--- src/rtl/fetch_pkg.sv ---
// rtl/fetch_pkg.sv - shared widths, reset PC, FSM encoding and queue entry type for the fetch sequencer
package fetch_pkg;
  localparam int FETCH_ADDR_W   = 6;
  localparam int FETCH_DATA_W   = 32;
  localparam int FETCH_RESET_PC = 0;

  typedef enum logic [1:0] {
    S_IDLE  = 2'd0,
    S_RUN   = 2'd1,
    S_DRAIN = 2'd2
  } state_t;

  typedef struct packed {
    logic [FETCH_ADDR_W-1:0] pc;
    logic [FETCH_DATA_W-1:0] instr;
  } entry_t;
endpackage

--- src/rtl/fetch_queue.sv ---
// rtl/fetch_queue.sv - 2-entry FIFO with push/pop/flush; flush beats push, head is a stored register
module fetch_queue #(
  parameter int W = 38
) (
  input  logic         clk,
  input  logic         reset,
  input  logic         push,
  input  logic [W-1:0] push_data,
  input  logic         pop,
  input  logic         flush,
  output logic [W-1:0] head,
  output logic         full,
  output logic         empty,
  output logic [1:0]   count
);
  logic [W-1:0] mem [2];
  logic         wr_ptr;
  logic         rd_ptr;
  logic         do_push;
  logic         do_pop;

  assign empty   = (count == 2'd0);
  assign full    = (count == 2'd2);
  assign do_pop  = pop && !empty;
  assign do_push = push && (!full || do_pop);
  assign head    = mem[rd_ptr];

  always_ff @(posedge clk or negedge reset) begin
    if (!reset) begin
      mem[0] <= '0;
      mem[1] <= '0;
      wr_ptr <= 1'b0;
      rd_ptr <= 1'b0;
      count  <= 2'd0;
    end else if (flush) begin
      wr_ptr <= 1'b0;
      rd_ptr <= 1'b0;
      count  <= 2'd0;
    end else begin
      if (do_push) begin
        mem[wr_ptr] <= push_data;
        wr_ptr      <= !wr_ptr;
      end
      if (do_pop) begin
        rd_ptr <= !rd_ptr;
      end
      count <= count + 2'(do_push) - 2'(do_pop);
    end
  end
endmodule

--- src/rtl/fetch_sequencer.sv ---
// rtl/fetch_sequencer.sv - PC owner and imem fetch sequencer feeding decode through a 2-entry queue
// Optional perf counters (stall / flush) enabled by defining FETCH_PERF_EN.
module fetch_sequencer
  import fetch_pkg::*;
#(
  parameter int ADDR_W   = FETCH_ADDR_W,
  parameter int DATA_W   = FETCH_DATA_W,
  parameter int RESET_PC = FETCH_RESET_PC
) (
  input  logic              clk,
  input  logic              reset,
  input  logic              start,
  input  logic              redirect_valid,
  input  logic [ADDR_W-1:0] redirect_addr,
  output logic              imem_req,
  output logic [ADDR_W-1:0] imem_addr,
  input  logic              imem_gnt,
  input  logic              imem_rvalid,
  input  logic [DATA_W-1:0] imem_rdata,
  output logic              if_valid,
  output logic [DATA_W-1:0] if_instr,
  output logic [ADDR_W-1:0] if_pc,
  input  logic              if_ready,
  output logic              busy
`ifdef FETCH_PERF_EN
  ,
  output logic [15:0]       perf_stall_cnt,
  output logic [15:0]       perf_flush_cnt
`endif
);
  localparam logic [ADDR_W-1:0] PC0 = ADDR_W'(RESET_PC);

  state_t              state;
  logic [ADDR_W-1:0]   pc;
  logic [ADDR_W-1:0]   tag;
  logic                outstanding;
  logic                drop;

  logic                gnt_fire;
  logic                resp;
  logic                pop;
  logic                push;
  logic                set_drop;
  logic [ADDR_W+DATA_W-1:0] q_head;
  logic                q_full;
  logic                q_empty;
  logic [1:0]          q_count;

  // Requests depend only on registered state so a redirect can never glitch them.
  assign imem_req  = (state == S_RUN) && !outstanding
                     && (({1'b0, q_count} + {2'b00, outstanding}) < 3'd2);
  assign imem_addr = pc;
  assign gnt_fire  = imem_req && imem_gnt;
  assign resp      = imem_rvalid && outstanding;
  assign if_valid  = !q_empty;
  assign pop       = if_valid && if_ready;
  assign push      = resp && !drop;
  assign set_drop  = gnt_fire || (outstanding && !imem_rvalid);
  assign if_pc     = q_head[ADDR_W+DATA_W-1:DATA_W];
  assign if_instr  = q_head[DATA_W-1:0];
  assign busy      = outstanding || !q_empty;

  fetch_queue #(.W(ADDR_W + DATA_W)) u_queue (
    .clk       (clk),
    .reset     (reset),
    .push      (push),
    .push_data ({tag, imem_rdata}),
    .pop       (pop),
    .flush     (redirect_valid),
    .head      (q_head),
    .full      (q_full),
    .empty     (q_empty),
    .count     (q_count)
  );

  always_ff @(posedge clk or negedge reset) begin
    if (!reset) begin
      state       <= S_IDLE;
      pc          <= PC0;
      tag         <= PC0;
      outstanding <= 1'b0;
      drop        <= 1'b0;
    end else begin
      case (state)
        S_IDLE:  if (start) state <= S_RUN;
        S_RUN:   if (!start) state <= S_DRAIN;
        S_DRAIN: begin
          if (start) state <= S_RUN;
          else if (!outstanding) state <= S_IDLE;
        end
        default: state <= S_IDLE;
      endcase

      if (redirect_valid) pc <= redirect_addr;
      else if (gnt_fire) pc <= pc + ADDR_W'(1);

      if (gnt_fire) tag <= pc;

      if (gnt_fire) outstanding <= 1'b1;
      else if (resp) outstanding <= 1'b0;

      // A response landing in the redirect cycle is killed by the flush, so drop targets only later ones.
      if (redirect_valid && set_drop) drop <= 1'b1;
      else if (resp) drop <= 1'b0;
    end
  end

  assert property (@(posedge clk) disable iff (!reset)
    !(push && q_full && !pop && !redirect_valid));

`ifdef FETCH_PERF_EN
  always_ff @(posedge clk or negedge reset) begin
    if (!reset) begin
      perf_stall_cnt <= 16'd0;
      perf_flush_cnt <= 16'd0;
    end else begin
      if (if_valid && !if_ready && perf_stall_cnt != 16'hFFFF)
        perf_stall_cnt <= perf_stall_cnt + 16'd1;
      if (redirect_valid && ((q_count > {1'b0, pop}) || set_drop) && perf_flush_cnt != 16'hFFFF)
        perf_flush_cnt <= perf_flush_cnt + 16'd1;
    end
  end
`endif
endmodule

--- config.mk ---
export PLATFORM = sky130hd
export DESIGN_NAME = fetch_sequencer
export DESIGN_NICKNAME = d
export VERILOG_FILES = /design/src/rtl/fetch_pkg.sv /design/src/rtl/fetch_queue.sv /design/src/rtl/fetch_sequencer.sv
export SDC_FILE = /design/constraint.sdc
export NUM_CORES = 1
export LEC_CHECK = 0
export CORE_MARGIN = 5
export CORE_UTILIZATION = 35
export CTS_CLUSTER_DIAMETER = 40
export DETAILED_ROUTE_END_ITERATION = 10
export PLACE_DENSITY = 0.71
export SYNTH_ARGS = -nofsm -noshare
export SYNTH_HDL_FRONTEND = slang
export SYNTH_SLANG_ARGS = --single-unit
--- constraint.sdc ---
create_clock -name clk -period 1.8 [get_ports clk]
set_clock_uncertainty 0.1 [all_clocks]
set_input_delay 0.36 -clock clk [delete_from_list [all_inputs] [get_ports clk]]
set_output_delay 0.36 -clock clk [all_outputs]
set_load 0.01 [all_outputs]
After elaboration in Yosys (flattened, before gate mapping)

Cells that the tools add are included.

$add $sub $neg: 4
Multiply operators: 0
Divide/modulo/power cells: 0
Magnitude comparators: 4
Equality and inequality tests: 6
Shift operators: 0
Mux-type cells: 21
Bitwise gates (word level): 3
Reduce and logical (&&, ||, !) cells: 30

Operator list:

| cell                                                      | number |
|---|---|
| two-way mux 38 bit                                        | 4 |
| bitwise mux 76 bit                                        | 1 |
| demux 38 bit (select 1 bit)                               | 1 |
| two-way mux 6 bit                                         | 2 |
| logical AND 1 bit                                         | 11 |
| two-way mux 2 bit                                         | 5 |
| nonzero test 2 bit                                        | 5 |
| logical NOT 1 bit                                         | 7 |
| two-way mux 1 bit                                         | 7 |
| adder 6 x 1 -> 6 bit (second input constant)              | 1 |
| one-hot mux 2 bit (3 select lines)                        | 1 |
| equality test 2 bit (second input constant)               | 2 |
| greater-or-equal comparator 2 bit (second input constant) | 2 |
| logical NOT 2 bit                                         | 2 |
| != test 2 bit (second input constant)                     | 2 |
| NOT 1 -> 2 bit                                            | 2 |
| adder 2 x 1 -> 3 bit                                      | 1 |
| logical OR 1 bit                                          | 3 |
| < comparator 3 x 2 -> 1 bit (second input constant)       | 1 |
| != test 3 bit (second input constant)                     | 1 |
| AND reduction 3 bit                                       | 1 |
| adder 2 x 1 -> 2 bit                                      | 1 |
| equality test 2 x 1 -> 1 bit (second input constant)      | 1 |
| < comparator 2 x 1 -> 1 bit (second input constant)       | 1 |
| other kinds (3)                                           | 3 |

Register bits after elaboration: 96
Bits in latches: 0
Bits in writable memories: 0
ROM bits: 0
Input port bits: 45
Output and inout port bits: 47
Word-level logic and storage cells: 78
Memories kept: 0

Logic depth before layout (Yosys ltp)

Gate-level depths: netlist of the first run.

Depth after elaboration: 9
Mapped depth: 7
Mapped depth without buffers: 7

Hierarchy

Synthesis of the first run repeated with hierarchy kept, for this count alone.

Cells, all modules: 298
Area, all modules: 4347.9 um2

Modules (own cells, without submodules):

| module          | instances | cells an instance | area an instance (um2) | sequential area each (um2) |
|---|---|---|---|---|
| fetch_queue     | 1         | 226               | 3577.2                 | 2001.9 |
| fetch_sequencer | 1         | 72                | 770.7                  | 400.4 |

Worst setup path after synthesis of the first run

No wires, ideal clock.

Kind: register to output
Start: register u_queue.rd_ptr
End: output port if_instr[11]
Data arrival time: 1.437 ns
Required time: 1.340 ns
Path slack: -0.097 ns
Stages on the path, launching flop included: 4
Path buffers: 2
Cell sequence: dfrtp_1 clkbuf_1 buf_1 mux2_2

Word-level cells in the longest chain between the ends: 4

Ends and longest elaborated chain:

| item                                                   | line                  | source |
|---|---|---|
| start, declared                                        | fetch_queue.sv:18     | `logic rd_ptr;` |
| start signal, assigned                                 | fetch_queue.sv:45     | `rd_ptr <= !rd_ptr;` |
| NOT 1 -> 2 bit (implied by the code)                   | fetch_queue.sv:26     | `assign head = mem[rd_ptr];` |
| two-way mux 38 bit (implied by the code) (3 in series) | fetch_queue.sv:26     |  |
| end, declared                                          | fetch_sequencer.sv:21 | `output logic [DATA_W-1:0] if_instr,` |

No other way between the ends. The select of a mux whose other input is x is not followed.

Final worst setup path of the first run

Start: register u_queue.rd_ptr
End: output port if_instr[28]

Same word-level chain as after synthesis.

==> results of run 1 <==
## state kept, by name (all words and copies together), names as in the netlist, 2 cells and up
register / cells
u_queue.mem: 76
imem_addr: 6
u_queue.count: 2
tag: 6
state: 2
## worst register-to-register path: stages, from the launching register on
cell and delay, ps:
dfrtp_1 400, buf_6 130, nor3b_4 170, nor4b_4 380, buf_6 180, buf_12 130, buf_16 140, mux2_4 310
## where the power goes
| part | switching (mW) | internal, mW | leakage (nW) |
|---|---|---|---|
| clock | 0.808 | 0.973 | 0.136 |
| sequential | 0.411 | 2.82 | 1.24 |
| combinational | 1.59 | 3.16 | 1.83 |
## metrics by stage
stage | TNS (ps) | std cells | hold slack [ps] | area [µm²]
floorplan | 0 | 296 | -35.6 | 4270
global placement | -39130 | 540 | 210 | 5530
detailed placement | -40500 | 540 | 215 | 5530
CTS | -17440 | 597 | 388 | 6820
global route | -25970 | 605 | 395 | 6990
finish | -18780 | 605 | 389 | 6990
## cells in the final DEF, fill, tap and decap left out, drive strengths merged, types with 3 or more instances in the layout
cell	count
or3	3
clkbuf	11
nor2	5
clkinv	3
nand3	3
ha	3
dfrtp	96
nand2	5
nor2b	3
a21oi	3
buf	110
o21ai	6
mux2	120
clkdlybuf4s50	47
inv	7
## final cells by class
class                      count  area [µm²]
inverter                       6        22.5
multi-input combinational    179        2220
clock buffer                  11         243
timing repair buffer         161        1890
tap                          147         184
clock inverter                 5        31.3
fill                         914        4970
sequential                    96        2400
## cell families after synthesis
| group | Yosys count | share of synthesized area [%] |
|---|---|---|
| buffers and inverters | 21 | 2.44 |
| and+or+nand+nor | 35 | 5.20 |
| xor gates and xnor gates | 2 | 0.412 |
| AOI/OAI and AO/OA | 19 | 2.88 |
| muxes | 120 | 31.7 |
| DFF | 96 | 56.4 |
| adders and majority gates | 3 | 0.882 |
## what timing repair did
action / in CTS / in global routing
gates resized for setup: 309 / 60
cloned: 13 / 2
endpoints found under the hold margin: 27 / 0
setup endpoints to repair: 134 / 131
pin swaps: 11 / 11
hold buffers: 1 / 0
setup buffers: 29 / 13
## routing by layer
metal,up-vias,track usage [%],part of all wire [%],wire length [µm]
li1,1380,-,-,-
met1,1568,20.6,44,5180
met2,63,27.2,51,5890
met3,12,3.32,3.8,438
met4,0,5.45,1.3,151
met5,-,0,0,0
## path summary, 6_finish.rpt
check	from	to	slack (ps)	cells past startpoint
worst min-delay path	reset	u_queue.mem[3]$_DFFE_PN0P_	390	2
min in group clk	imem_rvalid	outstanding$_DFFE_PN0P_	400	3
max in group asynchronous	reset	u_queue.mem[61]$_DFFE_PN0P_	590	3
worst min register to register	u_queue.mem[41]$_DFFE_PN0P_	u_queue.mem[41]$_DFFE_PN0P_	410	1
worst max-delay path	u_queue.rd_ptr$_DFFE_PN0P_	if_instr[28]	-270	5
worst max register to register	u_queue.count[1]$_DFF_PN0_	u_queue.mem[31]$_DFFE_PN0P_	-240	7
==> impl_metrics.csv, run 1 <==
group,metric,value,unit
synth,synth.most_common_cell,"mux2_2",
worst_setup_path,max_stage_delay,430,ps
clock_network,cts_buffers,9,
placement,port-buffer-count,91,
clock_network,cts_root_buf,"clkbuf_16",
timing,finalMaxSlewViolations,0,
global_routing,antenna_found_initial,0,
job,drv_cap,0,
route,routed_via_density,5.00,
clock_network,clk_path_buf_depth,2,
timing,rsz0062_at_grt,"yes",
layout,final_util,58.5,%
synth,synth_cell_types,39,
die,coreArea,12000,µm²
pwr,leakage,3.21,nW
worst_setup_path,critical_path.most_common_cell,"buf_6",
worst_setup_path,arrival,1610,ps
clock_network,clock_latency,340,ps
synth,yosysWarnings,0,
timing,hold_viol,0,
synth,ys.flop_type,"dfrtp_1",
synth,yosysTopAreaCellShare,56.4,%
clock_network,cts_tree,"yes",
global_routing,grt_pass1_wl,18100,µm
synth,synth.area.top_cells,"dfrtp_1 (56%), mux2_2 (32%), ha_1 (0.88%)",
die,rows,40,
route,postRouteAntennaNets,0,
route,drt-initial-drc-count,67,
global_routing,grt-ovfl-total,0,
timing,fmax,484,MHz
placement,place_ws,-512,ps
die,start_util,35.6,%
hold_path,hp-class,"input pin to asynchronous set/reset pin",
global_routing,grt_max_degree,49,
die,dieArea,14500,µm²
synth,ys_seq_area_share,56.4,%
worst_setup_path,critPathLaunchType,"register",
timing,layout_worst_path_cycle_share,115,%
route,routed_wl,11700,µm
layout,syn_to_final_growth,64.3,%
global_routing,grt_pass1_vias,3328,
die,die_h,120,µm
worst_setup_path,crit_type,"register to primary output",
timing,slew_headroom,72.7,%
die,die_width,120,µm
synth,yosys.area.top_type,"dfrtp_1",
layout,diodes,0,
pwr,power_density,1400,nW/µm²
route,wl_per_cell,19.3,µm
worst_setup_path,critPathRequiredTime,1340,ps
global_routing,grt_use_total,16.1,%
pwr,power,9.76,mW
layout,nNetsFinal,501,
synth,yosys-top-cells-count,"mux2_2 (120), dfrtp_1 (96), inv_1 (6), o21ai_0 (6)",
synth,avgSynthCellArea,14.4,µm²
synth,synthesis.area,4260,µm²
route,first_pass_iters,4,
worst_setup_path,critPathBufInv,4,
status,violations,"setup timing",
synth,synthCells,296,
worst_setup_path,crit_family,"buffers and inverters",
synth,synth_seq_cells,96,
timing,setup_slack,-266,ps
placement,dpl.hpwl,6330,µm
timing,worstMarginPinSlew,410,ps
layout,drive_gt1_share,58.3,%
route,vias,3023,
timing,finalCriticalPeriod,2070,ps
worst_setup_path,crit_path_end_kind,"primary output",
synth,synthesis.nets,344,
worst_setup_path,cp_max_fo,5,
worst_setup_path,worstPathCellList,"buf_12 > buf_16 > buf_6 > mux2_4 > buf_6",
clock_network,cts_max_level,3,
clock_network,cts.sinks,96,
status,status,"finished, violations left",
die,ios,92,
timing,setup_viol,124,
clock_network,clkTransAtPathRegs,70,ps
pwr,ir_worst_vdd,0.633,mV
synth,synth_edf_count,0,
synth,async_flop_share,100,%
worst_setup_path,slowest_stage,"dfrtp_2",
placement,gp_congestion,0.738,
route,drcViolationCount,0,
(Power assumes the default switching activity.)
==> inputs of run 2 (changes only) <==
Settings changed: CORE_UTILIZATION 35 to 42, PLACE_DENSITY 0.71 to 0.81.
==> run 2 against run 1 <==
Compared with the run above:
- the run still ends with setup timing left
- final area fell by 4.6%
- global-route usage grew 2.3 points
- flip-flop and latch count did not move
- routed wire length is 2.1% lower
- register-to-register slack better by 50 ps
- sequential power is essentially flat
- non-clock buffer count down 8
- via count is 0.33% lower
- combinational power shrank 5.1%
- power down 5.5%
- setup slack improved by 55 ps
- worst hold slack worse by 33 ps
- largest cell class unchanged
==> impl_metrics.csv, run 2 (same netlist as run 1, synthesis figures left out) <==
group,metric,value,unit
timing,rsz0062_at_grt,"yes",
timing,finalMaxSlewViolations,0,
timing,layout_worst_path_cycle_share,112,%
placement,place_area,5500,µm²
layout,seq_area,2400,µm²
die,coreArea,9820,µm²
placement,port-buffer-count,91,
global_routing,grt_use_total,18.4,%
global_routing,grt-ovfl-total,0,
clock_network,clock_latency,360,ps
worst_setup_path,cp_max_fo,7,
layout,drive_gt1_share,57.1,%
hold_path,hp-class,"input pin to asynchronous set/reset pin",
layout,num-fill-cells,728,
placement,dpl.hpwl,6140,µm
pwr,power_density,1380,nW/µm²
global_routing,use_met3,3.98,%
pwr,ir_worst_vdd,0.900,mV
timing,finalCriticalPeriod,2010,ps
layout,final_common_cell,"dfrtp_1",
worst_setup_path,critPathRequiredTime,1340,ps
global_routing,met1_usage,22.8,%
job,drv_cap,0,
timing,hold_viol,0,
timing,fmax,497,MHz
pwr,leakage,3.06,nW
timing,fin_tns_setup,-18080,ps
worst_setup_path,r2r-start,"u_queue.count[1]$_DFF_PN0_",
layout,fin_area,6670,µm²
route,wl_per_cell,19.6,µm
worst_setup_path,r2r_end,"u_queue.count[1]$_DFF_PN0_",
clock_network,cts.sinks,96,
status,status,"finished, violations left",
layout,syn_to_final_growth,56.8,%
timing,worstMarginPinSlew,382,ps
die,die_width,111,µm
global_routing,grt_max_degree,41,
die,dieArea,12200,µm²
placement,gp_congestion,0.773,
route,postRouteAntennaNets,0,
global_routing,antenna_found_initial,0,
layout,multiInputGateArea,2150,µm²
layout,layout_common_cells,"dfrtp_1 (95), mux2_4 (85), buf_6 (52), clkdlybuf4s50_1 (47), mux2_2 (35)",
worst_setup_path,worst_r2r_path_depth,9,
clock_network,cts_tree,"yes",
route,routed_wl,11400,µm
die,rows,36,
global_routing,grt_pass1_wl,18200,µm
worst_setup_path,crit_path_end_kind,"primary output",
layout,regMostFlops,"u_queue.mem",
clock_network,cts_root_buf,"clkbuf_8",
timing,slew_headroom,74.5,%
status,violations,"setup timing",
worst_setup_path,crit_type,"register to primary output",
layout,largest_register_ffs,76,
route,routed_via_density,5.17,
layout,nNetsFinal,493,
global_routing,grt_pass1_vias,3457,
route,drt-initial-drc-count,112,
die,die_h,111,µm
clock_network,cts_max_level,3,
die,start_util,43.3,%
worst_setup_path,arrival,1550,ps
layout,final_util,68.0,%
die,ios,92,
global_routing,grt_busiest_layer,"met2",
timing,setup_slack,-212,ps
route,drcViolationCount,0,
timing,setup_viol,122,
global_routing,use_met2,32.3,%
clock_network,clk_path_buf_depth,2,
layout,diodes,0,
placement,place_ws,-470,ps
route,first_pass_iters,4,
clock_network,clkTransAtPathRegs,90,ps
route,vias,3013,
clock_network,cts_buffers,9,
worst_setup_path,critPathLaunchType,"register",
worst_setup_path,r2r_setup_slack,-190,ps
pwr,power,9.22,mW
[run 2: cell types whose count changed in the layout (fill, tap and decap cells not counted), sizes merged]
cell and change:
bufinv +1, clkbuf +2, clkinv -3, clkinvlp +2, buf -8, bufbuf -1, inv -1
[run 2: area by class of cell]
class / instances / area share (%)
clock buffers: 12 / 2.32
clock inverters: 4 / 0.787
inverters: 6 / 0.375
multi-input cells: 179 / 32.2
flip-flops and latches: 96 / 36.0
well taps: 133 / 2.49
repair buffers: 153 / 25.8
[run 2: metrics by stage]
step | std cells | hold WS [ps]
5_1_grt | 583 | 370
6_report | 583 | 357
3_5_place_dp | 526 | 207
3_3_place_gp | 526 | 199
4_1_cts | 580 | 343
2_1_floorplan | 296 | -35.6
[run 2: routing by layer]
metal | vias to the layer above | part of all wire, %
met3 | 14 | 3.6
met5 | - | 0
li1 | 1365 | -
met1 | 1557 | 44
met4 | 0 | 1.3
met2 | 77 | 52
[run 2: worst max-delay path by stage]
stage / startpoint / endpoint / slack [ps] / cells after the start
finish: u_queue.rd_ptr$_DFFE_PN0P_ / if_instr[15] / -210 / 4
global route: u_queue.rd_ptr$_DFFE_PN0P_ / if_instr[15] / -260 / 4
CTS: u_queue.rd_ptr$_DFFE_PN0P_ / if_instr[20] / -300 / 4
detailed placement: imem_rvalid / u_queue.mem[13]$_DFFE_PN0P_ / -470 / 5
global placement: imem_rvalid / u_queue.mem[19]$_DFFE_PN0P_ / -430 / 5
floorplan: u_queue.count[1]$_DFF_PN0_ / imem_addr[5]$_DFFE_PN0P_ / 2 / 4
[run 2: critical path: stages, from the launching register on]
cell and delay [ps]:
dfrtp_2 440, buf_12 130, buf_12 120, mux2_2 360
buf_6 130
[run 2: power breakdown]
part | switching (mW) | internal [mW]
Sequential | 0.437 | 2.81
Clock | 0.745 | 0.719
Combinational | 1.56 | 2.95
Total | 2.74 | 6.49
[run 2: repair_timing]
| item | CTS | global route |
|---|---|---|
| endpoints found under the hold margin | 24 | 0 |
| setup endpoints to repair | 129 | 123 |
| hold buffers | 1 | 0 |
| cloned | 8 | 2 |
| setup buffers | 30 | 9 |
| pin swaps | 11 | 10 |
| gates resized for setup | 291 | 53 |
